### src/rtl/gf180mcu_fd_sc_mcu9t5v0__clkdiv_if.sv
// Clock-divider control/status bundle: run request and ratio in, divided clock and strobes out.
interface gf180mcu_fd_sc_mcu9t5v0__clkdiv_if #(
    parameter int unsigned W = 8
) ();
    logic         EN;
    logic [W-1:0] DIV;
    logic         Z;
    logic         TICK;
    logic         ACTIVE;

    modport master (output EN, output DIV, input Z, input TICK, input ACTIVE);
    modport slave  (input EN, input DIV, output Z, output TICK, output ACTIVE);
endinterface

### src/rtl/gf180mcu_fd_sc_mcu9t5v0__clkdiv.sv
// Registered clock divider: flop-driven Z with programmable ratio, period-start TICK and
// glitch-free start/stop and ratio change (ratio and run request only act at period boundaries).
module gf180mcu_fd_sc_mcu9t5v0__clkdiv #(
    parameter int unsigned W = 8
) (
    input logic                              CLK,
    input logic                              RN,
    gf180mcu_fd_sc_mcu9t5v0__clkdiv_if.slave bus
);
    typedef enum logic {IDLE, RUN} state_t;

    state_t       state, state_nxt;
    logic [W-1:0] cnt, cnt_nxt;
    logic [W-1:0] r_q, r_q_nxt;
    logic         z, z_nxt;
    logic         tick, tick_nxt;
    logic         active, active_nxt;

    logic [W:0]   h_c;
    logic [W:0]   cnt_inc_c;
    logic [W-1:0] div_clamp_c;
    logic         last_c;

    // One extra bit so ceil(R_q/2) and cnt+1 cannot overflow at the maximum ratio.
    assign h_c         = ((W+1)'(r_q) + (W+1)'(1)) >> 1;
    assign cnt_inc_c   = (W+1)'(cnt) + (W+1)'(1);
    assign div_clamp_c = (bus.DIV < W'(2)) ? W'(2) : bus.DIV;
    assign last_c      = (cnt == (r_q - W'(1)));

    always_ff @(posedge CLK or negedge RN) begin
        if (!RN) begin
            state  <= IDLE;
            cnt    <= '0;
            r_q    <= W'(2);
            z      <= 1'b0;
            tick   <= 1'b0;
            active <= 1'b0;
        end else begin
            state  <= state_nxt;
            cnt    <= cnt_nxt;
            r_q    <= r_q_nxt;
            z      <= z_nxt;
            tick   <= tick_nxt;
            active <= active_nxt;
        end
    end

    // Next-state: EN and DIV are only honoured in IDLE or on the last cycle of a period.
    always_comb begin
        state_nxt  = state;
        cnt_nxt    = cnt;
        r_q_nxt    = r_q;
        z_nxt      = z;
        tick_nxt   = tick;
        active_nxt = active;

        case (state)
            IDLE: begin
                z_nxt      = 1'b0;
                tick_nxt   = 1'b0;
                active_nxt = 1'b0;
                if (bus.EN) begin
                    state_nxt  = RUN;
                    cnt_nxt    = '0;
                    r_q_nxt    = div_clamp_c;
                    z_nxt      = 1'b1;
                    tick_nxt   = 1'b1;
                    active_nxt = 1'b1;
                end
            end
            RUN: begin
                if (last_c) begin
                    cnt_nxt = '0;
                    if (bus.EN) begin
                        r_q_nxt    = div_clamp_c;
                        z_nxt      = 1'b1;
                        tick_nxt   = 1'b1;
                        active_nxt = 1'b1;
                    end else begin
                        state_nxt  = IDLE;
                        z_nxt      = 1'b0;
                        tick_nxt   = 1'b0;
                        active_nxt = 1'b0;
                    end
                end else begin
                    cnt_nxt  = cnt_inc_c[W-1:0];
                    z_nxt    = (cnt_inc_c < h_c);
                    tick_nxt = 1'b0;
                end
            end
            default: begin
                state_nxt  = IDLE;
                cnt_nxt    = '0;
                z_nxt      = 1'b0;
                tick_nxt   = 1'b0;
                active_nxt = 1'b0;
            end
        endcase
    end

    assign bus.Z      = z;
    assign bus.TICK   = tick;
    assign bus.ACTIVE = active;
endmodule
### src/flat_wrapper.sv
// flat-port wrapper written by rule: the top's interface ports become plain ports
module gf180mcu_fd_sc_mcu9t5v0__clkdiv_flat 
#(
    parameter int unsigned W = 8
)
  (CLK, RN, bus_EN, bus_DIV, bus_Z, bus_TICK, bus_ACTIVE);
  gf180mcu_fd_sc_mcu9t5v0__clkdiv_if #(.W(W)) bus_i ();
  input logic CLK;
  input logic RN;
  input wire logic [$bits(bus_i.EN)-1:0] bus_EN;
  input wire logic [$bits(bus_i.DIV)-1:0] bus_DIV;
  output wire logic [$bits(bus_i.Z)-1:0] bus_Z;
  output wire logic [$bits(bus_i.TICK)-1:0] bus_TICK;
  output wire logic [$bits(bus_i.ACTIVE)-1:0] bus_ACTIVE;
  assign bus_i.EN = bus_EN;
  assign bus_i.DIV = bus_DIV;
  assign bus_Z = bus_i.Z;
  assign bus_TICK = bus_i.TICK;
  assign bus_ACTIVE = bus_i.ACTIVE;
  gf180mcu_fd_sc_mcu9t5v0__clkdiv #(.W(W)) u_core (.CLK(CLK), .RN(RN), .bus(bus_i));
endmodule
### config.mk
export PLATFORM = sky130hd
export DESIGN_NAME = gf180mcu_fd_sc_mcu9t5v0__clkdiv_flat
export DESIGN_NICKNAME = d
export VERILOG_FILES = /design/src/rtl/gf180mcu_fd_sc_mcu9t5v0__clkdiv_if.sv /design/src/rtl/gf180mcu_fd_sc_mcu9t5v0__clkdiv.sv /design/src/flat_wrapper.sv
export SDC_FILE = /design/constraint.sdc
export NUM_CORES = 1
export LEC_CHECK = 0
export CAP_MARGIN = 15
export CORE_MARGIN = 2
export CORE_UTILIZATION = 60
export DETAILED_ROUTE_END_ITERATION = 6
export PLACE_DENSITY = 0.83
export SLEW_MARGIN = 20
export SYNTH_ARGS = -nofsm -noshare
export SYNTH_HDL_FRONTEND = slang
export SYNTH_SLANG_ARGS = --single-unit
### constraint.sdc
create_clock -name CLK -period 7.96 [get_ports CLK]
set_input_delay 1.194 -clock CLK [delete_from_list [all_inputs] [get_ports CLK]]
set_output_delay 1.194 -clock CLK [all_outputs]
set_load 0.005 [all_outputs]
Word-level counts from Yosys, hierarchy flattened. Index checks and enable logic that the tools add are counted.

$add $sub $neg: 3. $mul: 0. Div/mod/pow operators: 0. Order comparisons: 2. Equal/unequal tests: 3. Shift operators: 0. Muxes and demuxes: 16. Bitwise operators: 1. Reductions and logical operators: 0.

Operators with widths (count): $mux 8 (5); $pmux 8 s2 (2); $add 8x1->9 const B (2); $lt 9x8->1 (1); $eq 8x8->1 (1); $lt 8x2->1 const B (1); $pmux 1 s2 (4); $sub 8x1->8 const B (1); $mux 1 (5); $ne 2x2->1 const B (2); $not 1->1 (1).

Bits in registers: 20. Latch bits: 0. Memory bits (writable): 0. ROM bits: 0. Output and inout port bits: 3. Logic and storage cells: 31. Memories kept: 0.

Longest topological paths before layout. Gate-level depths: netlist of the first run.

Depth after elaboration: 5. Mapped depth: 9. Gate-level depth less buffers: 9.

Least setup slack after synthesis of the first run. Ideal clock, no wire load.

Kind: reg2reg. Start: register u_core.r_q[0]. End: register u_core.r_q[2]. Library setup time: 0.125 ns. Arrival time: 2.406 ns. Data required time: 7.835 ns. Setup slack: 5.429 ns. Stages on the path, launching flop included: 10. Path buffers: 1. Path through: dfrtp_1 inv_1 ha_1 or3b_1 nor3_1 xnor2_1 o41ai_4 nand2_2 buf_6 mux2_4.

Word-level cells in the longest chain between the ends: 3.

RTL lines: start: declaration (RTL line gf180mcu_fd_sc_mcu9t5v0__clkdiv.sv:14) `logic [W-1:0] r_q, r_q_nxt;`; start signal: assignment (RTL line gf180mcu_fd_sc_mcu9t5v0__clkdiv.sv:41) `r_q <= r_q_nxt;`; $sub 8x1->8 (RTL line gf180mcu_fd_sc_mcu9t5v0__clkdiv.sv:28) `assign last_c = (cnt == (r_q - W'(1)));`; $eq 8x8->1 (RTL line gf180mcu_fd_sc_mcu9t5v0__clkdiv.sv:28); $ne 2x2->1 (no source line).

Every way passes these cells. A chain may end at the register's enable or synchronous reset.

Final worst setup path of the first run.
Start: register u_core.r_q[2]. End: register u_core.r_q[3].

The elaborated chain is that of the path after synthesis.

==> impl_metrics.json, run 1 <==
{
  "initial_utilization_pct": 65.1,
  "synth_top_flop_cell": "dfrtp_1",
  "finalCritPeriodShare_pct": 37.0,
  "hold_violations": 0,
  "dieWidth_um": 53.5,
  "cts_hold_buf": 0,
  "num_vias": 1175,
  "start_kind": "register",
  "yosysSeqAreaShare_pct": 34.2,
  "io_pins": 14,
  "finalPower_mw": 0.170,
  "dieArea_sq_mm": 0.00286,
  "hold_ws_ps": 557,
  "stdcell_count": 192,
  "cts_tree": "built",
  "power.density_mw_per_mm2": 104,
  "antenna_found_initial": 0,
  "cts_resized": 0,
  "drive_gt1_share_pct": 9.76,
  "worst_clock_skew_ps": 2.26,
  "numCtsBuffers": 3,
  "relSlewSlack_pct": 39.7,
  "grt_first_pass_wirelength_mm": 5.16,
  "overflow": 0,
  "cts.sinks": 20,
  "fmax_mhz": 340,
  "synthArstFlopShare_pct": 100,
  "drtPass1Iterations": 4,
  "h-tree-depth": 1,
  "syn-cell-area_sq_mm": 0.00147,
  "rows": 17,
  "grt_pass1_vias": 1140,
  "routed_wl_mm": 3.10,
  "tightest_slew_ps": 902,
  "min_period_ps": 2940,
  "synth_edf_count": 0,
  "rsz0062_at_grt": "no",
  "antenna_left": 0,
  "diodes": 0,
  "final_cell_mix": "19 x dfrtp_1, 14 x nand2_1, 13 x clkdlybuf4s50_1",
  "dp.cells": 188,
  "track_usage_pct": 25.4,
  "hp-class": "reg -> reg",
  "critPathCaptureType": "register",
  "synth_warnings": 0,
  "syn_nets": 175,
  "drc": 0,
  "leakage_nw": 0.770,
  "critical_path.max_fanout": 11,
  "routedWlPerCell_um": 16.1,
  "finalSetupViolations": 0,
  "fill_cells": 179,
  "finalSetupTns_ps": 0,
  "core_sq_mm": 0.00225,
  "worstSetupPathType": "reg -> reg",
  "syn_inst": 154,
  "cts_root_buffer": "clkbuf_4",
  "crit_arrival_ps": 3140,
  "cp.required_ps": 8160,
  "outcome": "complete, no violations",
  "nNetsFinal": 186,
  "cap_violations": 0,
  "dr.first_iter.drc_count": 41,
  "place.gp.congestion": 0.900,
  "syn_area_per_cell_sq_um": 9.54,
  "drv_slew": 0,
  "ys_ff_latch": 20,
  "grt_max_degree": 21,
  "post_drt_via_cell_ratio": 6.12,
  "fp.dieH_um": 53.5,
  "peakVddDrop_v": 0.0000752,
  "worstSkewPairLatency_ps": 300,
  "cts_setup_buffers": 0,
  "port_buffers": 13,
  "ctsLongestPathBuffers": 2,
  "clk_pin_slew_ps": 120,
  "dpl.hpwl_mm": 2.44,
  "layout_commonest_cell": "dfrtp_1",
  "synthDistinctLibCells": 40,
  "syn_to_final_growth_pct": 10.8
}
registers in the layout, indices dropped and copies added, names as in the netlist:
register / cells
u_core.bus.ACTIVE: 1
u_core.bus.TICK: 1
u_core.bus.Z: 1
u_core.cnt: 8
u_core.r_q: 8
u_core.state: 1
metrics by stage:
step                instance area, sq um  util [%]  setup slack [ps]
floorplan                           1470         -              5430
global placement                    1590      70.6              5220
detailed placement                  1590      70.6              5000
CTS                                 1630      72.2              4980
global route                        1630      72.2              4690
finish                              1630      72.2              5020
power breakdown:
part           internal, mW  switching, mW
sequential            0.102              0
combinational       0.00467        0.00378
clock                0.0279         0.0318
area by class of cell:
class | instances | area (sq um) | area share (%)
multi-input combinational | 116 | 883 | 54.3
sequential | 20 | 502 | 30.8
timing repair buffer | 13 | 130 | 7.99
inverter | 11 | 41.3 | 2.54
clock buffer | 4 | 36.3 | 2.23
tap | 28 | 35.0 | 2.15
final timing paths:
kind | from | end | slack [ps] | cells after the start
min in group asynchronous | RN | u_core.cnt[7] | 1390 | 1
max reg2reg | u_core.r_q[2] | u_core.r_q[3] | 5020 | 6
min | u_core.bus.ACTIVE | u_core.bus.ACTIVE | 560 | 2
min reg2reg | u_core.bus.ACTIVE | u_core.bus.ACTIVE | 560 | 2
max | u_core.r_q[2] | u_core.r_q[3] | 5020 | 6
max in group asynchronous | RN | u_core.r_q[2] | 6020 | 1
kinds of logic (layout without fill, tap and decap cells):
group                    after synthesis  after routing  synth area share, %
XOR/XNOR                              17             17                 10.1
AO/OA/AOI/OAI                         29             29                 15.3
buffers and inverters                 18             28                 5.71
flip-flops                            20             20                 34.2
adder cells (fa/ha/maj)               10             10                 8.52
AND/OR/NAND/NOR                       52             52                 18.9
multiplexers                           8              8                 7.24
cell usage after synthesis, drive strengths merged, types with 2 or more instances:
cell     n  area share, %
a21oi    5            1.7
a21o     4            2.0
o32ai    4            2.4
mux2i    2            1.4
nor4     3            1.3
nand2   15            4.0
ha      10            8.5
or2      2           0.85
mux2     6            5.9
dfrtp   19             32
nand3    6            2.0
nor2     4            1.0
xor2     6            3.6
nor3b    2            1.0
clkbuf   4            1.0
o211ai   2            1.0
xnor2   11            6.6
and3     3            1.3
nand4    2           0.85
inv     11            2.8
or2b     2            1.0
nand2b   6            2.6
buf      3            1.9
o21a     2            1.0
nor3     4            1.4
o21ai    5            1.7
critical path, stage by stage (launching register included):
cell and delay [ps]:
dfrtp_1 500, or4_1 540, a2111oi_0 450, nor3b_1 190, o41ai_4 470, nand2_2 320, mux2_4 370
per-layer routing:
metal  share of wire (%)  vias to the layer above  global-route usage (%)
li1                    -                      568                       -
met1                  45                      568                    32.1
met2                  50                       31                    43.4
met3                 3.4                        8                    3.67
met4                 1.5                        0                    8.97
met5                   0                        -                       0
No activity file was read; power rests on OpenSTA's default activity.
==> inputs of run 2 (changes only) <==
- CORE_UTILIZATION: 60 -> 56
- PLACE_DENSITY: 0.83 -> 0.78
- clock period: 7.96 -> 3 ns (I/O delays scaled with it)
==> run 2 against run 1 <==
  * First-iteration DRC count down 32%
  * Via count down 2.5%
  * Sequential share of layout area up 0.095 points
  * Largest power group unchanged
  * Highest routed layer unchanged
  * Fmax up 12%
  * Register-to-register slack worse by 4700 ps
  * Die area up 6.6%
==> impl_metrics.json, run 2 (synthesis results as in run 1) <==
{
  "routedWlPerCell_um": 15.5,
  "cts_hold_buf": 0,
  "worst_clock_skew_ps": 10.2,
  "cts_tree": "built",
  "final_cell_mix": "19 x dfrtp_1, 14 x nand2_1, 12 x clkdlybuf4s50_1",
  "power.density_mw_per_mm2": 262,
  "combinationalPowerShare_pct": 5.2,
  "drv_slew": 0,
  "clk_pin_slew_ps": 120,
  "port_buffers": 13,
  "min_period_ps": 2630,
  "overflow": 0,
  "io_pins": 14,
  "critical_path.max_fanout": 11,
  "hold_violations": 0,
  "crit_buf_inv": 1,
  "drive_gt1_share_pct": 10.3,
  "rsz0062_at_grt": "no",
  "leakage_nw": 0.769,
  "dieArea_sq_mm": 0.00305,
  "place_ws_ps": 374,
  "crit_cells": 8,
  "worstSetupPathType": "reg -> reg",
  "finalPower_mw": 0.425,
  "crit_path_cell_trace": "inv_1 > ha_1 > or3b_1 > nor3_1 > xnor2_1 > o41ai_4 > nand2_2 > mux2_4",
  "finalCritPeriodShare_pct": 87.8,
  "crit_family": "simple AND/OR/NAND/NOR gates",
  "worstSkewPairLatency_ps": 300,
  "cts_setup_buffers": 0,
  "track_usage_pct": 22.0,
  "grt_max_degree": 21,
  "finalSetupViolations": 0,
  "cap_violations": 0,
  "place.gp.congestion": 0.911,
  "grt_first_pass_wirelength_mm": 5.45,
  "initial_utilization_pct": 59.3,
  "worst_slack_ps": 367,
  "grt_pass1_vias": 1171,
  "dr.first_iter.drc_count": 28,
  "numCtsBuffers": 3,
  "hold_ws_ps": 79.8,
  "crit_path_top_delay_cell": "dfrtp_1",
  "internal-power_mw": 0.333,
  "ff2ff_path_depth": 8,
  "syn_to_final_growth_pct": 10.5,
  "critPathCaptureType": "register",
  "stdcell_count": 195,
  "diodes": 0,
  "swShare_pct": 21.7,
  "peakVddDrop_v": 0.000213,
  "p_seq_share_pct": 63.4,
  "cts_root_buffer": "clkbuf_4",
  "fp.dieH_um": 55.2,
  "drc": 0,
  "finalSetupTns_ps": 0,
  "rows": 18,
  "h-tree-depth": 1,
  "antenna_found_initial": 0,
  "dp.cells": 191,
  "cts.sinks": 20,
  "layout_commonest_cell": "dfrtp_1",
  "crit_arrival_ps": 2820,
  "num_vias": 1146,
  "nNetsFinal": 187,
  "relSlewSlack_pct": 51.8,
  "tightest_slew_ps": 717,
  "core_sq_mm": 0.00248,
  "cts_resized": 0,
  "hp-class": "in -> async",
  "fmax_mhz": 380,
  "cp.required_ps": 3190,
  "dpl.hpwl_mm": 2.40,
  "top_regs": "u_core.cnt: 8 flops, u_core.r_q: 8 flops",
  "outcome": "complete, no violations",
  "p_sw_mw": 0.0921,
  "power_frac_clock_pct": 31.4,
  "routed_wl_mm": 3.02,
  "drtPass1Iterations": 4,
  "antenna_left": 0,
  "dieWidth_um": 55.2,
  "start_kind": "register",
  "ctsLongestPathBuffers": 2,
  "post_drt_via_cell_ratio": 5.88,
  "slowest_delay_ps": 460
}
==> run 2: cell types whose count changed in the layout (fill, tap and decap cells not counted) <==
cell	previous run	this run
buf_4	0	1
buf_2	0	1
clkbuf_8	1	0
clkdlybuf4s50_1	13	12
clkbuf_1	0	1
==> run 2: stage by stage <==
step                      area, sq um  util [%]
after floorplan                  1470         -
after global placement           1600      64.6
after detailed placement         1600      64.6
after CTS                        1630      65.7
after global routing             1620      65.5
final                            1620      65.5
==> run 2: routing by layer <==
metal	part of all wire, %	wire length [um]	up-vias	GRT usage (%)
li1	-	-	572	-
met1	47	1420	550	30.6
met2	48	1460	16	35.2
met3	2.4	72	8	2.81
met4	2.3	69	0	7.67
met5	0	0	-	0
==> run 2: path summary, 6_finish.rpt <==
kind                                     endpoint              start  slack (ps)
worst max register to register      u_core.r_q[2]      u_core.r_q[0]         370
worst max-delay path                u_core.r_q[2]      u_core.r_q[0]         370
worst min register to register  u_core.bus.ACTIVE  u_core.bus.ACTIVE         540
worst min-delay path                u_core.cnt[5]                 RN          80
min in group CLK                u_core.bus.ACTIVE  u_core.bus.ACTIVE         540
max in group asynchronous           u_core.r_q[1]                 RN        2560
==> run 2: power by group through the flow <==
stage,Clock (mW),Combinational (mW),Sequential [mW]
2_1_floorplan,0,0.00174,0.275
3_3_place_gp,0,0.0225,0.275
3_5_place_dp,0,0.0233,0.275
4_1_cts,0.138,0.0231,0.270
5_1_grt,0.150,0.0249,0.270
6_report,0.134,0.0219,0.270
==> run 2: area by class of cell <==
type                            instances  area [sq um]
Sequential cell                        20           502
Inverter                               11          41.3
Fill cell                             203           855
Multi-Input combinational cell        116           883
Timing Repair Buffer                   14           133
Tap cell                               30          37.5
Clock buffer                            4          26.3
